### src/rtl/ws2812_segment_driver.sv
// rtl/ws2812_segment_driver.sv - WS2812 strip sequencer, one colour per segment of LEDS_PER_SEG LEDs.
// Optional global brightness scaling is built when WS2812_BRIGHTNESS_EN is defined.
module ws2812_segment_driver #(
  parameter int NUM_SEG      = 12,
  parameter int LEDS_PER_SEG = 5,
  parameter int T0H          = 20,
  parameter int T1H          = 40,
  parameter int TBIT         = 63,
  parameter int TRST         = 3000
) (
  input  logic                  CLOCK_50,
  input  logic                  reset,
  input  logic                  start,
  input  logic [NUM_SEG*24-1:0] colors,
`ifdef WS2812_BRIGHTNESS_EN
  input  logic [7:0]            bright,
`endif
  output logic                  busy,
  output logic                  done,
  output logic                  dout
);

  localparam int TMAX = (TBIT > TRST) ? TBIT : TRST;
  localparam int TW   = $clog2(TMAX + 1);
  localparam int SW   = (NUM_SEG > 1) ? $clog2(NUM_SEG) : 1;
  localparam int LW   = (LEDS_PER_SEG > 1) ? $clog2(LEDS_PER_SEG) : 1;

  localparam logic [TW-1:0] T0H_C    = TW'(T0H);
  localparam logic [TW-1:0] T1H_C    = TW'(T1H);
  localparam logic [TW-1:0] TBIT_END = TW'(TBIT - 1);
  localparam logic [TW-1:0] TRST_C   = TW'(TRST);
  localparam logic [SW-1:0] SEG_LAST = SW'(NUM_SEG - 1);
  localparam logic [LW-1:0] LED_LAST = LW'(LEDS_PER_SEG - 1);

  typedef enum logic [1:0] {HOLD, IDLE, SEND, LATCH} state_t;

  state_t        state;
  logic [TW-1:0] timer;
  logic [4:0]    bit_cnt;
  logic [LW-1:0] led_cnt;
  logic [SW-1:0] seg_cnt;
  logic [23:0]   shadow [NUM_SEG];
  logic [23:0]   cur;
  logic [23:0]   grb;
  logic          bit_val;
  logic [TW-1:0] hi_time;

`ifdef WS2812_BRIGHTNESS_EN
  logic [7:0] bright_sh;

  function automatic logic [7:0] scale(input logic [7:0] c, input logic [7:0] b);
    logic [15:0] p;
    p = {8'd0, c} * ({8'd0, b} + 16'd1);
    return p[15:8];
  endfunction
`endif

  // Colour of the segment in flight, reordered to wire order G,R,B.
  always_comb begin
    cur = shadow[seg_cnt];
`ifdef WS2812_BRIGHTNESS_EN
    cur = {scale(cur[23:16], bright_sh), scale(cur[15:8], bright_sh), scale(cur[7:0], bright_sh)};
`endif
    grb     = {cur[15:8], cur[23:16], cur[7:0]};
    bit_val = grb[5'd23 - bit_cnt];
    hi_time = bit_val ? T1H_C : T0H_C;
  end

  always_ff @(posedge CLOCK_50) begin
    if (reset) begin
      state   <= HOLD;
      timer   <= '0;
      bit_cnt <= '0;
      led_cnt <= '0;
      seg_cnt <= '0;
      busy    <= 1'b0;
      done    <= 1'b0;
      dout    <= 1'b0;
    end else begin
      case (state)
        // Flush any frame cut short by reset with a full latch interval.
        HOLD: begin
          dout <= 1'b0;
          done <= 1'b0;
          if (timer == TRST_C) begin
            state <= IDLE;
            timer <= '0;
            busy  <= 1'b0;
          end else begin
            timer <= timer + 1'b1;
            busy  <= 1'b1;
          end
        end
        IDLE: begin
          dout    <= 1'b0;
          done    <= 1'b0;
          timer   <= '0;
          bit_cnt <= '0;
          led_cnt <= '0;
          seg_cnt <= '0;
          if (start) begin
            for (int s = 0; s < NUM_SEG; s++) shadow[s] <= colors[s*24 +: 24];
`ifdef WS2812_BRIGHTNESS_EN
            bright_sh <= bright;
`endif
            busy  <= 1'b1;
            state <= SEND;
          end else begin
            busy <= 1'b0;
          end
        end
        SEND: begin
          dout <= (timer < hi_time);
          if (timer == TBIT_END) begin
            timer <= '0;
            if (bit_cnt == 5'd23) begin
              bit_cnt <= '0;
              if (led_cnt == LED_LAST) begin
                led_cnt <= '0;
                if (seg_cnt == SEG_LAST) state <= LATCH;
                else                     seg_cnt <= seg_cnt + 1'b1;
              end else begin
                led_cnt <= led_cnt + 1'b1;
              end
            end else begin
              bit_cnt <= bit_cnt + 1'b1;
            end
          end else begin
            timer <= timer + 1'b1;
          end
        end
        LATCH: begin
          dout <= 1'b0;
          if (timer == TRST_C) begin
            done  <= 1'b1;
            timer <= '0;
            state <= IDLE;
          end else begin
            timer <= timer + 1'b1;
          end
        end
        default: state <= HOLD;
      endcase
    end
  end

endmodule

### config.mk
export PLATFORM = sky130hd
export DESIGN_NAME = ws2812_segment_driver
export DESIGN_NICKNAME = d
export VERILOG_FILES = /design/src/rtl/ws2812_segment_driver.sv
export SDC_FILE = /design/constraint.sdc
export NUM_CORES = 1
export LEC_CHECK = 0
export ABC_AREA = 1
export CAP_MARGIN = 20
export CORE_ASPECT_RATIO = 0.6
export CORE_MARGIN = 4
export CORE_UTILIZATION = 50
export CTS_CLUSTER_DIAMETER = 50
export DETAILED_ROUTE_END_ITERATION = 7
export PLACE_DENSITY = 0.79
export SLEW_MARGIN = 0
export SYNTH_ARGS = -nofsm -noshare
export SYNTH_HDL_FRONTEND = slang
export SYNTH_SLANG_ARGS = --single-unit
### constraint.sdc
create_clock -name CLOCK_50 -period 27.3 [get_ports CLOCK_50]
set_clock_uncertainty 0.15 [all_clocks]
set_input_delay 5.46 -clock CLOCK_50 [delete_from_list [all_inputs] [get_ports CLOCK_50]]
set_output_delay 5.46 -clock CLOCK_50 [all_outputs]
set_load 0.02 [all_outputs]
==> qor.csv, run 1 <==
metric,value,unit
CP Capture Type,register,
Avg WL per Cell,19.7,um
Worst-path clk slew,60,ps
Total Wirelength,36700,um
Max rail drop VDD,0.0000442,V
DRT antenna net count,0,
Syn Nets,1506,
maximum buffer depth of the clock tree,3,
I/O pins,294,
"Seq/Total Area, Yosys",69.5,%
Die Ht,135,um
PwrDens,66.5,nW/um2
largest cells by area after synthesis,"edfxtp_1, nand2_1, nand3_1",
met2 GRT Util,37.2,%
hold path depth,1,
Initial DRC Count,1044,
worst hold path endpoint,timer[0]$_SDFF_PP0_,
post_cts resized,0,
cell with the most instances after synthesis,nand2_1,
Fill cells,1967,
drt first pass iters,5,
Layout area overhead,30.6,%
minimum clock period,7990,ps
crit share post-route,29.3,%
Max Slew Vio Count,0,
GRT busiest layer,met2,
CP max FO,83,
Placer Congestion,0.842,
post-synthesis async set-or-reset flop share,0,%
initial core utilization,50.7,%
GRT Resource Usage Total,24.2,%
die width,219,um
Yosys Warn Count,0,
met3 track demand over resource,5.82,%
ys flop type,edfxtp_1,
post-synth cell types,42,
GR Util met1,35.0,%
share of the synthesized area in the top cell type,64.6,%
clk sinks,321,
worst-skew pair later-pin latency,550,ps
share of layout cells above drive strength 1,4.66,%
Fin. Hold Viols,0,
register share of total power,48.8,%
critical path class,primary input to register,
most frequent cells after synthesis,"nand2_1, edfxtp_1, nand3_1",
DIE AREA,29600,um2
Max Cap Viol,0,
setup violators final,0,
post-synth design cell area,13400,um2
CP arrival,8000,ps
switching share of power,26.5,%
switching component of the power,308,uW
Layout Nets,1785,
post-CTS setup repair buffer count,0,
RSZ-0062 raised after global routing,false,
CTS tree,built,
Inst Count DP,1805,
DR DRC count,0,
setup TNS,0,ps
pre-CTS setup slack,18780,ps
Hold Path Origin,timer[0]$_SDFF_PP0_,
H-Tree Level Count,1,
via count,9964,
Hold WC Path Type,register to register,
reg2reg end,dout$_SDFF_PP0_,
Worst-Margin Slew,1040,ps
"reg-to-reg slack, setup",23260,ps
R2R depth,17,
synthesis-stage register bit count,321,
internal power,856,uW
Congestion Overflow GR,0,
Fmax,0.125,GHz
outcome,completed,
cts hold-fix bufs,0,
final non-filler cell total,1864,
Setup WS post-layout,19310,ps
Yosys top cell by area,edfxtp_1,
clk root buf,clkbuf_16,
Detail Placement HPWL,25000,um
first-pass GRT wire length,54700,um
total CTS buffers,31,
Synth Instances,1199,
combinational share of power,17.1,%
tightest hold margin,308,ps
number of synthesized flops with an enable pin,288,
CP startpoint kind,primary input,
antenna violations before repair,8,
Slew headroom,30.4,%
Leakage,6.39,nW
Clk pwr share,34.2,%
I/O Buffers,293,
row count,46,
vias per cell,5.35,
fin util,66.2,%
mean post-synth cell area,11.2,um2
number of global-route vias before repair,9787,
CP required,27310,ps
core footprint,26400,um2
largest net degree at the start of global routing,84,
sequential cells by signal, summed over array words and instances (netlist names), named ones only:
signal,flops
bit_cnt,5
busy,1
done,1
dout,1
led_cnt,3
seg_cnt,4
shadow,288
state,2
timer,12
logic make-up (layout without fill, tap and decap cells):
| logic type | after synthesis | in the layout | share of synthesized area (%) |
|---|---|---|---|
| xor gates and xnor gates | 8 | 8 | 0.523 |
| and+or+nand+nor | 639 | 639 | 20.3 |
| adders and majority gates | 16 | 16 | 1.49 |
| DFF | 321 | 321 | 69.5 |
| AOI/OAI and AO/OA | 85 | 85 | 3.61 |
| buffers and inverters | 130 | 432 | 4.61 |
| other | 0 | 3 | 0 |
critical path, stage by stage:
cell	delay, ps
clkdlybuf4s50_1	590
nor2_4	180
buf_4	720
buf_4	910
area by class of cell:
cell class	count	area, um2	area share, %
tap	360	450	2.57
inverter	70	265	1.52
sequential	321	9320	53.3
clock inverter	16	120	0.687
timing repair buffer	306	3050	17.4
antenna	3	7.51	0.0429
multi-input combinational	748	3470	19.9
clock buffer	40	810	4.63
per-stage QoR:
| step | total power, mW | cell area, um2 |
|---|---|---|
| final | 1.16 | 17500 |
| after CTS | 1.17 | 17500 |
| after global placement | 0.770 | 16500 |
| after global routing | 1.22 | 17500 |
| after detailed placement | 0.776 | 16600 |
| after floorplan | 0.704 | 13400 |
worst max-delay path by stage:
stage | cells past startpoint | startpoint | end
finish | 4 | reset | shadow[10][23]$_DFFE_PP_
global route | 4 | reset | shadow[10][23]$_DFFE_PP_
CTS | 4 | reset | shadow[11][15]$_DFFE_PP_
detailed placement | 4 | reset | shadow[10][22]$_DFFE_PP_
global placement | 5 | start | shadow[6][17]$_DFFE_PP_
floorplan | 2 | reset | shadow[0][0]$_DFFE_PP_
layout by cell type (no fill, tap or decap), types with 2 or more instances in the layout:
master / count
nand2_1: 327
nand3_1: 197
dfxtp_1: 30
inv_2: 3
buf_4: 12
nor3_1: 11
diode_2: 3
clkinv_1: 7
xnor2_1: 2
ha_1: 16
nor3b_1: 2
clkbuf_1: 9
edfxtp_1: 288
inv_1: 64
dfxtp_4: 2
nor2_1: 90
clkbuf_16: 31
clkdlybuf4s50_1: 293
a211oi_1: 2
o21ai_1: 11
nor4_1: 2
o22ai_1: 3
o21ai_0: 38
nand4_1: 2
o211ai_1: 9
a21oi_1: 14
xor2_1: 6
clkinv_2: 6
power by group through the flow:
stage	combinational, mW	clock [mW]	sequential [mW]
2_1_floorplan	0.121	0	0.583
3_3_place_gp	0.193	0	0.577
3_5_place_dp	0.198	0	0.578
4_1_cts	0.199	0.405	0.567
5_1_grt	0.221	0.427	0.569
6_report	0.199	0.398	0.567
layer usage:
layer  part of all wire (%)  vias to the layer above
met5                   0.17                        -
met4                    2.4                       10
li1                       -                     4701
met1                     43                     4754
met2                     45                      432
met3                    8.8                       67
No activity file was read; power rests on OpenSTA's default activity.
==> run 2: changes to the inputs <==
==> constraint.sdc (replaced) <==
create_clock -name CLOCK_50 -period 7.5 [get_ports CLOCK_50]
set_clock_uncertainty 0.15 [all_clocks]
set_input_delay 1.5 -clock CLOCK_50 [delete_from_list [all_inputs] [get_ports CLOCK_50]]
set_output_delay 1.5 -clock CLOCK_50 [all_outputs]
set_load 0.02 [all_outputs]
==> run 2 against run 1 <==
- first-iteration DRC count fell by 2.9%
- power increased to 3.7 times the previous value
- register-to-register slack got worse by 20000 ps
- non-clock buffer count decreased by 3
- flip-flop and latch count unchanged
- cell area barely moved
- worst setup slack lost 16000 ps
- die area unchanged
- sequential share of layout area is essentially flat
- hold slack got worse by 6.0 ps
- largest power group unchanged
==> qor.csv, run 2 (synthesis gave the netlist of run 1 again) <==
metric,value,unit
post-CTS setup repair buffer count,0,
setup violators final,0,
share of layout cells above drive strength 1,4.60,%
DR DRC count,0,
CTS tree,built,
Initial DRC Count,1014,
worst-skew pair later-pin latency,570,ps
Crit path buffers/inverters,3,
RSZ-0062 raised after global routing,false,
Die Ht,135,um
most frequent CP cell,nand2_1,
DIE AREA,29600,um2
via count,10100,
number of global-route vias before repair,9885,
Fmax,0.244,GHz
Max rail drop VDD,0.000167,V
CP max FO,92,
Fin. Hold Viols,0,
finished layout cell area,17500,um2
Layout Nets,1782,
row count,46,
vias per cell,5.43,
H-Tree Level Count,1,
crit share post-route,54.6,%
Slew headroom,31.7,%
Largest register FFs,288,
Max Slew Vio Count,0,
Worst-Margin Slew,1030,ps
drt first pass iters,5,
outcome,completed,
initial core utilization,50.7,%
GRT Resource Usage Total,24.4,%
"slowest stage delay, CP",830,ps
CP Cell Sequence,inv_4 -> buf_4 -> nand2_1 -> nand2_1 -> nand2_1 -> nand3_1 -> nand2_1 -> nor2_1 -> nor2_1 -> nand2_1 -> nand2_1 -> nand3_1 -> nand3_2 -> nand2_1 -> inv_1 -> ha_1 -> nor4_1 -> nand4_1 -> a21oi_1,
largest net degree at the start of global routing,175,
minimum clock period,4100,ps
Avg WL per Cell,19.9,um
clk sinks,321,
maximum buffer depth of the clock tree,3,
I/O Buffers,293,
Critical Path Slowest Stage Cell,inv_4,
PwrDens,244,nW/um2
Layout area overhead,30.6,%
I/O pins,294,
cts hold-fix bufs,0,
Top delay family on crit path,buffers and inverters,
antenna violations before repair,2,
Worst-path clk slew,60,ps
Hold WC Path Type,register to register,
Detail Placement HPWL,25200,um
critical path class,register to register,
CP arrival,4450,ps
"most common cell after layout, fill and taps aside",nand2_1,
placed cell areas,16500,um2
Max Cap Viol,0,
first-pass GRT wire length,55300,um
DRT antenna net count,0,
post_cts resized,0,
clk root buf,clkbuf_16,
setup TNS,0,ps
Top Registers,"shadow (288), timer (12), bit_cnt (5)",
total CTS buffers,31,
Total Wirelength,37000,um
final total power,4.26,mW
CP startpoint kind,register,
core footprint,26400,um2
die width,219,um
Leakage,6.38,nW
Congestion Overflow GR,0,
Placer Congestion,0.894,
CP Capture Type,register,
"commonest cells after routing, fill and taps aside","nand2_1, clkdlybuf4s50_1, edfxtp_1",
CP required,7850,ps
antenna diode count,0,
register with the most flip-flops,shadow,
run 2: cell types whose count changed in the layout (fill, tap and decap cells not counted), sizes merged:
| cell | previous run | this run |
|---|---|---|
| clkinvlp | 1 | 3 |
| diode | 3 | 0 |
| clkinv | 15 | 12 |
| clkbuf | 40 | 43 |
| buf | 13 | 10 |
| bufinv | 1 | 0 |
| inv | 69 | 70 |
run 2: path summary, 6_finish.rpt:
kind	from	endpoint	slack, ps	cells after the start
setup / recovery	register	dout$_SDFF_PP0_	3400	19
hold / removal	timer[0]$_SDFF_PP0_	timer[0]$_SDFF_PP0_	300	1
setup reg to reg	register	dout$_SDFF_PP0_	3400	19
hold reg to reg	timer[0]$_SDFF_PP0_	timer[0]$_SDFF_PP0_	300	1
run 2: layout make-up:
cell class / count / area (um2)
multi-input cells: 748 / 3470
clock inverters: 15 / 98.8
flip-flops and latches: 321 / 9320
fillers: 1998 / 8920
repair buffers: 303 / 3040
inverters: 70 / 265
well taps: 360 / 450
clock buffers: 43 / 851
run 2: power breakdown:
group          switching (mW)  internal [mW]
Combinational           0.420          0.291
Clock                   0.675          0.798
Sequential             0.0507           2.03
run 2: layer usage:
metal	routed length, um	track usage, %
met1	16100	35.6
met2	16800	38.0
met3	3370	5.19
met4	664	5.37
met5	27	0
run 2: per-stage QoR:
step	setup WS, ps	util, %	cells	hold WS, ps
6_report	3400	66.2	1860	302
5_1_grt	3080	66.2	1860	315
4_1_cts	3430	66.1	1859	300
3_5_place_dp	3360	62.5	1801	291
3_3_place_gp	3400	62.5	1801	282
2_1_floorplan	922	-	1199	267
